--- src/rtl/twiddle_cmult_if.sv ---
// Handshake and operand/result bundle for the sequential complex multiplier.
// The slave modport is the multiplier side; master is the producer/consumer side.
interface twiddle_cmult_if #(
  parameter int W = 18
);
  logic                i_valid;
  logic                o_in_ready;
  logic signed [W-1:0] i_s18_ar;
  logic signed [W-1:0] i_s18_ai;
  logic signed [W-1:0] i_s18_br;
  logic signed [W-1:0] i_s18_bi;
  logic                o_valid;
  logic                i_out_ready;
  logic signed [W-1:0] o_s18_re;
  logic signed [W-1:0] o_s18_im;

  modport slave (
    input  i_valid, i_s18_ar, i_s18_ai, i_s18_br, i_s18_bi, i_out_ready,
    output o_in_ready, o_valid, o_s18_re, o_s18_im
  );

  modport master (
    output i_valid, i_s18_ar, i_s18_ai, i_s18_br, i_s18_bi, i_out_ready,
    input  o_in_ready, o_valid, o_s18_re, o_s18_im
  );
endinterface

--- src/rtl/twiddle_cmult.sv ---
// Complex sample x Q1.17 twiddle multiply sharing one X*Y+C unit across four
// products; each accumulated result is rounded half-up and saturated to W bits.
module twiddle_cmult #(
  parameter int W     = 18,
  parameter int SHIFT = 17
) (
  input  logic clk,
  input  logic rst,
  twiddle_cmult_if.slave bus
);
  localparam int AW = 48;
  localparam logic signed [AW-1:0] RND_BIAS = 48'sd1 <<< (SHIFT - 1);
  localparam logic signed [AW-1:0] SAT_MAX  = (48'sd1 <<< (W - 1)) - 48'sd1;
  localparam logic signed [AW-1:0] SAT_MIN  = -(48'sd1 <<< (W - 1));

  typedef enum logic [2:0] {IDLE, RE0, RE1, IM0, IM1, OUT} state_t;

  state_t state_reg, state_next;

  logic                 in_ready_reg;
  logic                 valid_reg;
  logic signed [W-1:0]  re_reg;
  logic signed [W-1:0]  im_reg;
  logic signed [AW-1:0] acc_reg;

  // Operand slots: 0 = ar, 1 = ai, 2 = br, 3 = bi.
  logic signed [W-1:0] op_in  [4];
  logic signed [W-1:0] op_reg [4];
  logic                take_op;

  assign op_in[0] = bus.i_s18_ar;
  assign op_in[1] = bus.i_s18_ai;
  assign op_in[2] = bus.i_s18_br;
  assign op_in[3] = bus.i_s18_bi;
  assign take_op  = (state_reg == IDLE) && bus.i_valid;

  genvar gi;
  generate
    for (gi = 0; gi < 4; gi++) begin : g_op
      always_ff @(posedge clk) begin
        if (rst) begin
          op_reg[gi] <= '0;
        end else if (take_op) begin
          op_reg[gi] <= op_in[gi];
        end
      end
    end
  endgenerate

  logic signed [W-1:0]    mac_x, mac_y;
  logic                   mac_sub, mac_use_acc;
  logic signed [2*W-1:0]  prod;
  logic signed [AW-1:0]   prod_ext, mac_c, mac_out;
  logic signed [AW-1:0]   rnd_sum, rnd_val;
  logic signed [W-1:0]    sat_val;

  always_comb begin
    state_next  = state_reg;
    mac_x       = op_reg[0];
    mac_y       = op_reg[2];
    mac_sub     = 1'b0;
    mac_use_acc = 1'b0;
    case (state_reg)
      IDLE: if (bus.i_valid) state_next = RE0;
      RE0:  state_next = RE1;
      RE1: begin
        mac_x       = op_reg[1];
        mac_y       = op_reg[3];
        mac_sub     = 1'b1;
        mac_use_acc = 1'b1;
        state_next  = IM0;
      end
      IM0: begin
        mac_y      = op_reg[3];
        state_next = IM1;
      end
      IM1: begin
        mac_x       = op_reg[1];
        mac_use_acc = 1'b1;
        state_next  = OUT;
      end
      OUT:     if (bus.i_out_ready) state_next = IDLE;
      default: state_next = IDLE;
    endcase
  end

  // Subtraction is done after widening so that -(-2^(W-1)) cannot overflow.
  assign prod     = (2*W)'(mac_x) * (2*W)'(mac_y);
  assign prod_ext = AW'(prod);
  assign mac_c    = mac_use_acc ? acc_reg : '0;
  assign mac_out  = mac_sub ? (mac_c - prod_ext) : (mac_c + prod_ext);
  assign rnd_sum  = mac_out + RND_BIAS;
  assign rnd_val  = rnd_sum >>> SHIFT;

  always_comb begin
    if (rnd_val > SAT_MAX) begin
      sat_val = SAT_MAX[W-1:0];
    end else if (rnd_val < SAT_MIN) begin
      sat_val = SAT_MIN[W-1:0];
    end else begin
      sat_val = rnd_val[W-1:0];
    end
  end

  always_ff @(posedge clk) begin
    if (rst) begin
      state_reg    <= IDLE;
      in_ready_reg <= 1'b1;
      valid_reg    <= 1'b0;
      re_reg       <= '0;
      im_reg       <= '0;
      acc_reg      <= '0;
    end else begin
      state_reg    <= state_next;
      in_ready_reg <= (state_next == IDLE);
      case (state_reg)
        RE0: acc_reg <= mac_out;
        RE1: re_reg  <= sat_val;
        IM0: acc_reg <= mac_out;
        IM1: begin
          im_reg    <= sat_val;
          valid_reg <= 1'b1;
        end
        OUT: if (bus.i_out_ready) valid_reg <= 1'b0;
        default: ;
      endcase
    end
  end

  assign bus.o_in_ready = in_ready_reg;
  assign bus.o_valid    = valid_reg;
  assign bus.o_s18_re   = re_reg;
  assign bus.o_s18_im   = im_reg;
endmodule

--- src/flat_wrapper.sv ---
// flat-port wrapper written by rule: the top's interface ports become plain ports
module twiddle_cmult_flat 
#(
  parameter int W     = 18,
  parameter int SHIFT = 17
)
  (clk, rst, bus_i_valid, bus_i_s18_ar, bus_i_s18_ai, bus_i_s18_br, bus_i_s18_bi, bus_i_out_ready, bus_o_in_ready, bus_o_valid, bus_o_s18_re, bus_o_s18_im);
  twiddle_cmult_if #(.W(W)) bus_i ();
  input  logic clk;
  input  logic rst;
  input wire logic [$bits(bus_i.i_valid)-1:0] bus_i_valid;
  input wire logic [$bits(bus_i.i_s18_ar)-1:0] bus_i_s18_ar;
  input wire logic [$bits(bus_i.i_s18_ai)-1:0] bus_i_s18_ai;
  input wire logic [$bits(bus_i.i_s18_br)-1:0] bus_i_s18_br;
  input wire logic [$bits(bus_i.i_s18_bi)-1:0] bus_i_s18_bi;
  input wire logic [$bits(bus_i.i_out_ready)-1:0] bus_i_out_ready;
  output wire logic [$bits(bus_i.o_in_ready)-1:0] bus_o_in_ready;
  output wire logic [$bits(bus_i.o_valid)-1:0] bus_o_valid;
  output wire logic [$bits(bus_i.o_s18_re)-1:0] bus_o_s18_re;
  output wire logic [$bits(bus_i.o_s18_im)-1:0] bus_o_s18_im;
  assign bus_i.i_valid = bus_i_valid;
  assign bus_i.i_s18_ar = bus_i_s18_ar;
  assign bus_i.i_s18_ai = bus_i_s18_ai;
  assign bus_i.i_s18_br = bus_i_s18_br;
  assign bus_i.i_s18_bi = bus_i_s18_bi;
  assign bus_i.i_out_ready = bus_i_out_ready;
  assign bus_o_in_ready = bus_i.o_in_ready;
  assign bus_o_valid = bus_i.o_valid;
  assign bus_o_s18_re = bus_i.o_s18_re;
  assign bus_o_s18_im = bus_i.o_s18_im;
  twiddle_cmult #(.W(W), .SHIFT(SHIFT)) u_core (.clk(clk), .rst(rst), .bus(bus_i));
endmodule
--- config.mk ---
export PLATFORM = sky130hd
export DESIGN_NAME = twiddle_cmult_flat
export DESIGN_NICKNAME = d
export VERILOG_FILES = /design/src/rtl/twiddle_cmult_if.sv /design/src/rtl/twiddle_cmult.sv /design/src/flat_wrapper.sv
export SDC_FILE = /design/constraint.sdc
export NUM_CORES = 1
export LEC_CHECK = 0
export ABC_AREA = 0
export BUFFER_PORTS_ARGS = -buffer_cell sky130_fd_sc_hd__buf_2
export CAP_MARGIN = 20
export CORE_MARGIN = 3
export CORE_UTILIZATION = 55
export DETAILED_ROUTE_END_ITERATION = 12
export PLACE_DENSITY = 0.8
export SETUP_SLACK_MARGIN = 0.15
export SYNTH_ARGS = -nofsm -noshare
export SYNTH_HDL_FRONTEND = slang
export SYNTH_SLANG_ARGS = --single-unit
--- constraint.sdc ---
create_clock -name clk -period 26.9 [get_ports clk]
set_clock_uncertainty 0.15 [all_clocks]
set_input_delay 5.38 -clock clk [delete_from_list [all_inputs] [get_ports clk]]
set_output_delay 5.38 -clock clk [all_outputs]
set_load 0.01 [all_outputs]
Word level (Yosys, flattened, before mapping). Memories as Yosys holds them, arrays and structs flattened. Index checks and enable logic that the tools add are counted.

Register bits after elaboration: 89. RAM bits: 72. Input bits: 76. Logic and storage cells: 53. Memories: 1.

$add $sub $neg: 3. Multiply operators: 1. Order comparisons: 2. Equal/unequal tests: 6. Muxes and demuxes: 22. Bitwise operators: 4. Reductions and logical operators: 8.

Memory list: u_core.op_reg (words 4, width 18, read ports 4, clocked after Yosys merged registers in 0, wr ports 4, RTL line twiddle_cmult.sv:28) `logic signed [W-1:0] op_reg [4];`.

Operators by type and width (count): two-way mux 18 bit (8); two-way mux 48 bit (2); adder 48 x 18 -> 48 bit (second input constant) (1); adder 48 x 36 -> 48 bit (1); subtractor 48 x 36 -> 48 bit (1); multiplier 18 x 18 -> 36 bit (1); > comparator 31 x 18 -> 1 bit (second input constant) (1); < comparator 31 x 18 -> 1 bit (second input constant) (1); case mux 3 bit (6 select lines) (1); two-way mux 1 bit (8); equality test 3 x 2 -> 1 bit (second input constant) (2); equality test 3 bit (second input constant) (2); zero test 3 bit (2); two-way mux 3 bit (2); OR reduction 2 bit (3); OR 1 bit (4); equality test 3 x 1 -> 1 bit (second input constant) (1); != test 2 bit (second input constant) (1); case mux 1 bit (2 select lines) (1); AND reduction 2 bit (1); nonzero test 2 bit (1); logical AND 1 bit (1).

Longest topological paths before layout.
Depth after elaboration: 10. Depth in mapped cells: 51. Depth with buffers taken out: 44.

Worst setup path before layout. Ideal clock, no wire load.

Kind: reg-to-reg. Start: register u_core.state_reg[2]. End: register u_core.im_reg[13] (netlist: u_core.bus.o_s18_im[13]). Arrival: 12.066 ns. Slack: 14.597 ns. Cell stages (with the launch flop): 49. Path buffers: 7. Cell sequence: dfxtp_1 > nand2b_1 > buf_2 > clkbuf_1 > clkbuf_1 > mux2i_1 > clkbuf_1 > nor2_1 > fa_1 > inv_1 > fa_1 > inv_1 > ha_1 > inv_1 > fa_1 > inv_1 > fa_1 > inv_1 > [... 13 more ...] > nor2_1 > nand3_1 > a21oi_1 > ha_1 > clkbuf_1 > nand4_1 > or2_2 > inv_1 > o211ai_1 > a32oi_1 > xor2_1 > nor3b_1 > nand4_1 > or4bb_1 > mux2_2 > clkbuf_1 > a21boi_0 > a221oi_2.

Longest elaborated chain between the ends: 10. Elaborated cells between the ends (all ways): 19. Classes of those cells: add/sub (3); mul (1); order compare (2); eq/ne (3); mux (8); reduce/logical (2).

Ends and longest elaborated chain: start: declaration (RTL line twiddle_cmult.sv:18) `state_t state_reg, state_next;`; start signal: assignment (RTL line twiddle_cmult.sv:114) `state_reg <= state_next;`; equality test 3 x 2 -> 1 bit / equality test 3 bit (equally long branches) (RTL line twiddle_cmult.sv:63, twiddle_cmult.sv:116); OR reduction 2 bit (no source line); two-way mux 18 bit / two-way mux 1 bit (equally long branches); multiplier 18 x 18 -> 36 bit / two-way mux 48 bit (equally long branches) (RTL line twiddle_cmult.sv:88, twiddle_cmult.sv:90); adder 48 x 36 -> 48 bit / subtractor 48 x 36 -> 48 bit (equally long branches) (RTL line twiddle_cmult.sv:91) `assign mac_out = mac_sub ? (mac_c - prod_ext) : (mac_c + prod_ext);`; two-way mux 48 bit (RTL line twiddle_cmult.sv:91); adder 48 x 18 -> 48 bit (RTL line twiddle_cmult.sv:92) `assign rnd_sum = mac_out + RND_BIAS;`; < comparator 31 x 18 -> 1 bit (RTL line twiddle_cmult.sv:98) `end else if (rnd_val < SAT_MIN) begin`; two-way mux 18 bit (RTL line twiddle_cmult.sv:98); two-way mux 18 bit (RTL line twiddle_cmult.sv:96) `if (rnd_val > SAT_MAX) begin`; end signal: assignment (RTL line twiddle_cmult.sv:121) `im_reg <= sat_val;`; end: declaration (RTL line twiddle_cmult.sv:23) `logic signed [W-1:0] im_reg;`.

Parallel ways exist; a longest one is shown, timed or not. A chain may end at the register's enable or synchronous reset.

Final worst setup path.
Start: register u_core.state_reg[2]. End: register u_core.re_reg[11] (netlist: u_core.bus.o_s18_re[11]).

Longest elaborated chain between the ends: 10. Elaborated cells between the ends (all ways): 19. Classes of those cells: add/sub (3); mul (1); order compare (2); eq/ne (3); mux (8); reduce/logical (2).

Ends and longest elaborated chain: equality test 3 x 2 -> 1 bit (tied with other cells) (RTL line twiddle_cmult.sv:63, twiddle_cmult.sv:116); OR reduction 2 bit (no source line); two-way mux 18 bit / two-way mux 1 bit (equally long branches); multiplier 18 x 18 -> 36 bit / two-way mux 48 bit (equally long branches) (RTL line twiddle_cmult.sv:88, twiddle_cmult.sv:90); adder 48 x 36 -> 48 bit / subtractor 48 x 36 -> 48 bit (equally long branches) (RTL line twiddle_cmult.sv:91); two-way mux 48 bit (RTL line twiddle_cmult.sv:91); adder 48 x 18 -> 48 bit (RTL line twiddle_cmult.sv:92); < comparator 31 x 18 -> 1 bit (RTL line twiddle_cmult.sv:98); two-way mux 18 bit (RTL line twiddle_cmult.sv:98); two-way mux 18 bit (RTL line twiddle_cmult.sv:96); end signal: assignment (RTL line twiddle_cmult.sv:118) `RE1: re_reg <= sat_val;`; end: declaration (RTL line twiddle_cmult.sv:22) `logic signed [W-1:0] re_reg;`.

Parallel ways exist; a longest one is shown, timed or not.

==> flow_results.xml <==
<?xml version="1.0" encoding="UTF-8"?>
<metrics>
  <group name="run_status">
    <metric name="run_status" unit="">complete, no violations</metric>
  </group>
  <group name="global_routing">
    <metric name="grt_util_met1" unit="%">40.23</metric>
    <metric name="first_global_vias" unit="">21614</metric>
    <metric name="grt_antenna_before_repair" unit="">0</metric>
    <metric name="grt_util_met3" unit="%">7.677</metric>
    <metric name="grt_max_degree" unit="">73</metric>
    <metric name="overflow" unit="">0</metric>
    <metric name="grt_pass1_wl" unit="µm">114400</metric>
    <metric name="gr-usage-all-layers" unit="%">30.74</metric>
    <metric name="globalRoute.busiestLayer" unit="">met2</metric>
    <metric name="use_met2" unit="%">49.59</metric>
  </group>
  <group name="clock_network">
    <metric name="cts.repair.resized" unit="">0</metric>
    <metric name="number_of_buffers_created_by_cts" unit="">17</metric>
    <metric name="ctsHtreeMaxLevel" unit="">4</metric>
    <metric name="ctsHoldBuffers" unit="">0</metric>
    <metric name="cts_max_path_buffers" unit="">2</metric>
    <metric name="clock_pin_slew_on_the_worst_setup_and_hold_paths" unit="ps">80</metric>
    <metric name="ctsRootBufferMaster" unit="">sky130_fd_sc_hd__clkbuf_16</metric>
    <metric name="cts_tree" unit="">yes</metric>
    <metric name="cts_num_sinks" unit="">161</metric>
    <metric name="clock_insertion_delay_worst_skew" unit="ps">490</metric>
    <metric name="post_cts_buffers" unit="">0</metric>
  </group>
  <group name="critical_path">
    <metric name="r2r-end" unit="">u_core.bus.o_s18_re[11]</metric>
    <metric name="cp-start-kind" unit="">flip-flop</metric>
    <metric name="rrSetupSlack" unit="ps">11890</metric>
    <metric name="worst_setup_path_startpoint" unit="">u_core.state_reg[2]</metric>
    <metric name="critical-path-max-stage-delay" unit="ps">770</metric>
    <metric name="crit_path_max_fanout" unit="">53</metric>
    <metric name="timing.critical_path.slowest_stage_cell" unit="">sky130_fd_sc_hd__fa_1</metric>
    <metric name="arrival" unit="ps">15250</metric>
    <metric name="cpMostUsedCell" unit="">sky130_fd_sc_hd__inv_1</metric>
    <metric name="worst_r2r_startpoint" unit="">u_core.state_reg[2]</metric>
    <metric name="critical_path.endpoint_type" unit="">flip-flop</metric>
    <metric name="required" unit="ps">27130</metric>
    <metric name="reg2reg_depth" unit="">41</metric>
    <metric name="worst-setup-path-type" unit="">reg2reg</metric>
  </group>
  <group name="floorplanning">
    <metric name="initial_utilization" unit="%">55.82</metric>
    <metric name="die_w" unit="µm">218.1</metric>
    <metric name="fp.coreArea" unit="mm²">0.04432</metric>
    <metric name="die_h" unit="µm">218.1</metric>
    <metric name="core.rowCount" unit="">77</metric>
    <metric name="floorplan.die_area" unit="mm²">0.04756</metric>
    <metric name="ioPinCount" unit="">114</metric>
  </group>
  <group name="yosys">
    <metric name="avg_synthesized_cell_area" unit="µm²">8.626</metric>
    <metric name="seq_area_frac_synth" unit="%">15.94</metric>
    <metric name="synth.most_common_cell" unit="">sky130_fd_sc_hd__inv_1</metric>
    <metric name="yosys_register_bits" unit="">161</metric>
    <metric name="synth_async_sr_flop_share" unit="%">0</metric>
    <metric name="synth_nets" unit="">3416</metric>
    <metric name="synth.top_cell.area_share" unit="%">26.70</metric>
    <metric name="synth.cell_area" unit="mm²">0.02474</metric>
    <metric name="synth-edff-count" unit="">72</metric>
    <metric name="yosysUniqueCellTypes" unit="">91</metric>
    <metric name="library_cell_occupying_the_most_area_in_the_post_synthesis_netlist" unit="">sky130_fd_sc_hd__fa_1</metric>
    <metric name="cell_types_with_the_largest_area_share_after_synthesis" unit="">sky130_fd_sc_hd__fa_1, sky130_fd_sc_hd__edfxtp_1, sky130_fd_sc_hd__dfxtp_1, sky130_fd_sc_hd__ha_1, sky130_fd_sc_hd__inv_1</metric>
    <metric name="synth_cells" unit="">2868</metric>
    <metric name="synth.cells.most_frequent" unit="">sky130_fd_sc_hd__inv_1, sky130_fd_sc_hd__fa_1, sky130_fd_sc_hd__nand2_1</metric>
    <metric name="main_flop_type_after_synthesis" unit="">sky130_fd_sc_hd__dfxtp_1</metric>
    <metric name="ys_warn_count" unit="">0</metric>
  </group>
  <group name="worst_hold_path">
    <metric name="holdPathEnd" unit="">u_core.acc_reg[20]</metric>
    <metric name="min-delay-start" unit="">u_core.acc_reg[20]</metric>
    <metric name="min-delay-path-class" unit="">reg2reg</metric>
    <metric name="worst_hold_path.num_cells" unit="">2</metric>
  </group>
  <group name="cells_and_area">
    <metric name="drive_above_1_share" unit="%">10.36</metric>
    <metric name="largest_reg_flops" unit="">72</metric>
    <metric name="finish.net_count" unit="">3461</metric>
    <metric name="final_core_utilization" unit="%">59.75</metric>
    <metric name="flow.area_growth_from_synthesis" unit="%">7.040</metric>
    <metric name="final_area" unit="mm²">0.02648</metric>
    <metric name="antenna_cells" unit="">0</metric>
  </group>
  <group name="drt">
    <metric name="routed-via-count" unit="">21292</metric>
    <metric name="route.antenna.remaining_nets" unit="">0</metric>
    <metric name="drt-wirelength-per-cell" unit="µm">20.01</metric>
    <metric name="detailedRoute.firstIterationViolations" unit="">2036</metric>
    <metric name="route.detailed.vias_per_inst" unit="">6.052</metric>
    <metric name="drt_first_pass_iters" unit="">6</metric>
    <metric name="routed_wirelength" unit="µm">70400</metric>
    <metric name="detail_route.drc_violations" unit="">0</metric>
  </group>
  <group name="placement">
    <metric name="io_buffers" unit="">113</metric>
    <metric name="dp.final_hpwl" unit="µm">55540</metric>
    <metric name="place_area" unit="mm²">0.02584</metric>
    <metric name="gpl.final_weighted_congestion" unit="">1.012</metric>
  </group>
  <group name="job">
    <metric name="maxCapViolCount" unit="">0</metric>
  </group>
  <group name="sta">
    <metric name="fmaxAchievable" unit="GHz">0.06660</metric>
    <metric name="max_slew_margin" unit="%">19.20</metric>
    <metric name="min_period_over_period" unit="%">55.81</metric>
    <metric name="tightestPinTransition" unit="ps">1178</metric>
    <metric name="hold_slack" unit="ps">300.6</metric>
    <metric name="maxSlewViolCount" unit="">0</metric>
    <metric name="setup_repair_after_global_routing_missed_its_margin" unit="">no</metric>
    <metric name="finalWorstPathRequiredPeriod" unit="ps">15010</metric>
    <metric name="setup_viol" unit="">0</metric>
    <metric name="setup_tns" unit="ps">0</metric>
    <metric name="hold_viol_final" unit="">0</metric>
  </group>
</metrics>
==> cell usage in the layout, fill, tap and decap left out, types with 8 or more instances in the layout <==
| cell | count |
|---|---|
| sky130_fd_sc_hd__xor2_1 | 45 |
| sky130_fd_sc_hd__a221oi_1 | 22 |
| sky130_fd_sc_hd__nand2b_1 | 15 |
| sky130_fd_sc_hd__o21bai_1 | 10 |
| sky130_fd_sc_hd__o31ai_1 | 10 |
| sky130_fd_sc_hd__a21o_1 | 34 |
| sky130_fd_sc_hd__nor4b_2 | 13 |
| sky130_fd_sc_hd__buf_2 | 113 |
| sky130_fd_sc_hd__nand2_1 | 320 |
| sky130_fd_sc_hd__ha_1 | 142 |
| sky130_fd_sc_hd__or3_1 | 15 |
| sky130_fd_sc_hd__edfxtp_1 | 72 |
| sky130_fd_sc_hd__nor2_1 | 263 |
| sky130_fd_sc_hd__a221oi_2 | 18 |
| sky130_fd_sc_hd__dfxtp_1 | 89 |
| sky130_fd_sc_hd__nor2b_1 | 9 |
| sky130_fd_sc_hd__nand4_1 | 27 |
| sky130_fd_sc_hd__a31oi_1 | 12 |
| sky130_fd_sc_hd__a21oi_1 | 181 |
| sky130_fd_sc_hd__fa_1 | 330 |
| sky130_fd_sc_hd__inv_1 | 425 |
| sky130_fd_sc_hd__o21ai_0 | 64 |
| sky130_fd_sc_hd__clkbuf_16 | 17 |
| sky130_fd_sc_hd__nor3_1 | 31 |
| sky130_fd_sc_hd__a21boi_0 | 34 |
| sky130_fd_sc_hd__or2_2 | 9 |
| sky130_fd_sc_hd__buf_4 | 33 |
| sky130_fd_sc_hd__nand3_1 | 35 |
| sky130_fd_sc_hd__and3_1 | 13 |
| sky130_fd_sc_hd__o21a_1 | 14 |
| sky130_fd_sc_hd__o211ai_1 | 14 |
| sky130_fd_sc_hd__nor4_1 | 12 |
| sky130_fd_sc_hd__a211oi_1 | 20 |
| sky130_fd_sc_hd__nor4b_1 | 25 |
| sky130_fd_sc_hd__xnor2_1 | 80 |
| sky130_fd_sc_hd__and2_1 | 137 |
| sky130_fd_sc_hd__mux2_2 | 36 |
| sky130_fd_sc_hd__mux2i_1 | 34 |
| sky130_fd_sc_hd__o2111ai_1 | 8 |
==> through the flow <==
step,setup slack (ps),std cells
after floorplan,14600,2868
after global placement,12340,3477
after detailed placement,12110,3483
after CTS,12040,3515
after global routing,10650,3518
final,11890,3518
==> layer usage <==
metal | wire length [µm] | vias up
met5 | 0 | -
met4 | 2768 | 0
met3 | 6664 | 208
met2 | 32700 | 960
met1 | 28270 | 10524
li1 | - | 9600
==> area by class of cell <==
cell class                 instances  area, µm²
sequential                       161       3944
timing repair buffer             149      859.6
clock inverter                    14      160.2
fill                            3905      17840
clock buffer                      18      439.2
tap                              592      740.7
inverter                         425       1595
multi-input combinational       2159      18740
==> critical path, delay by kind of cell (launching register included) <==
kind | cells | cell delay, ps
mux | 1 | 700
xor+xnor | 2 | 1040
simple gates | 10 | 3340
compound gates | 11 | 3070
buf+inv | 9 | 1670
flops | 1 | 390
fa+ha+maj | 8 | 4390
==> worst max-delay path by stage <==
stage / to / slack [ps] / depth (start not counted)
after floorplan: u_core.bus.o_s18_im[13] / 14600 / 48
after global placement: u_core.bus.o_s18_im[3] / 12340 / 40
after detailed placement: u_core.bus.o_s18_im[16] / 12110 / 44
after CTS: u_core.bus.o_s18_im[16] / 12040 / 41
after global routing: u_core.bus.o_s18_im[5] / 10650 / 43
final: u_core.bus.o_s18_re[11] / 11890 / 41
==> cells by family (layout without fill, tap and decap cells) <==
family,count (synthesis),after routing,synth area share (%)
buffers and inverters,548,606,8.542
adders and majority gates,472,472,33.89
DFF,161,161,15.94
xor gates and xnor gates,128,128,4.623
AOI/OAI and AO/OA,515,515,14.34
and+or+nand+nor,968,968,19.39
muxes,76,76,3.277
Power is not shown: default switching activity piles up to over one toggle a cycle in this logic, so the estimate is an artifact.
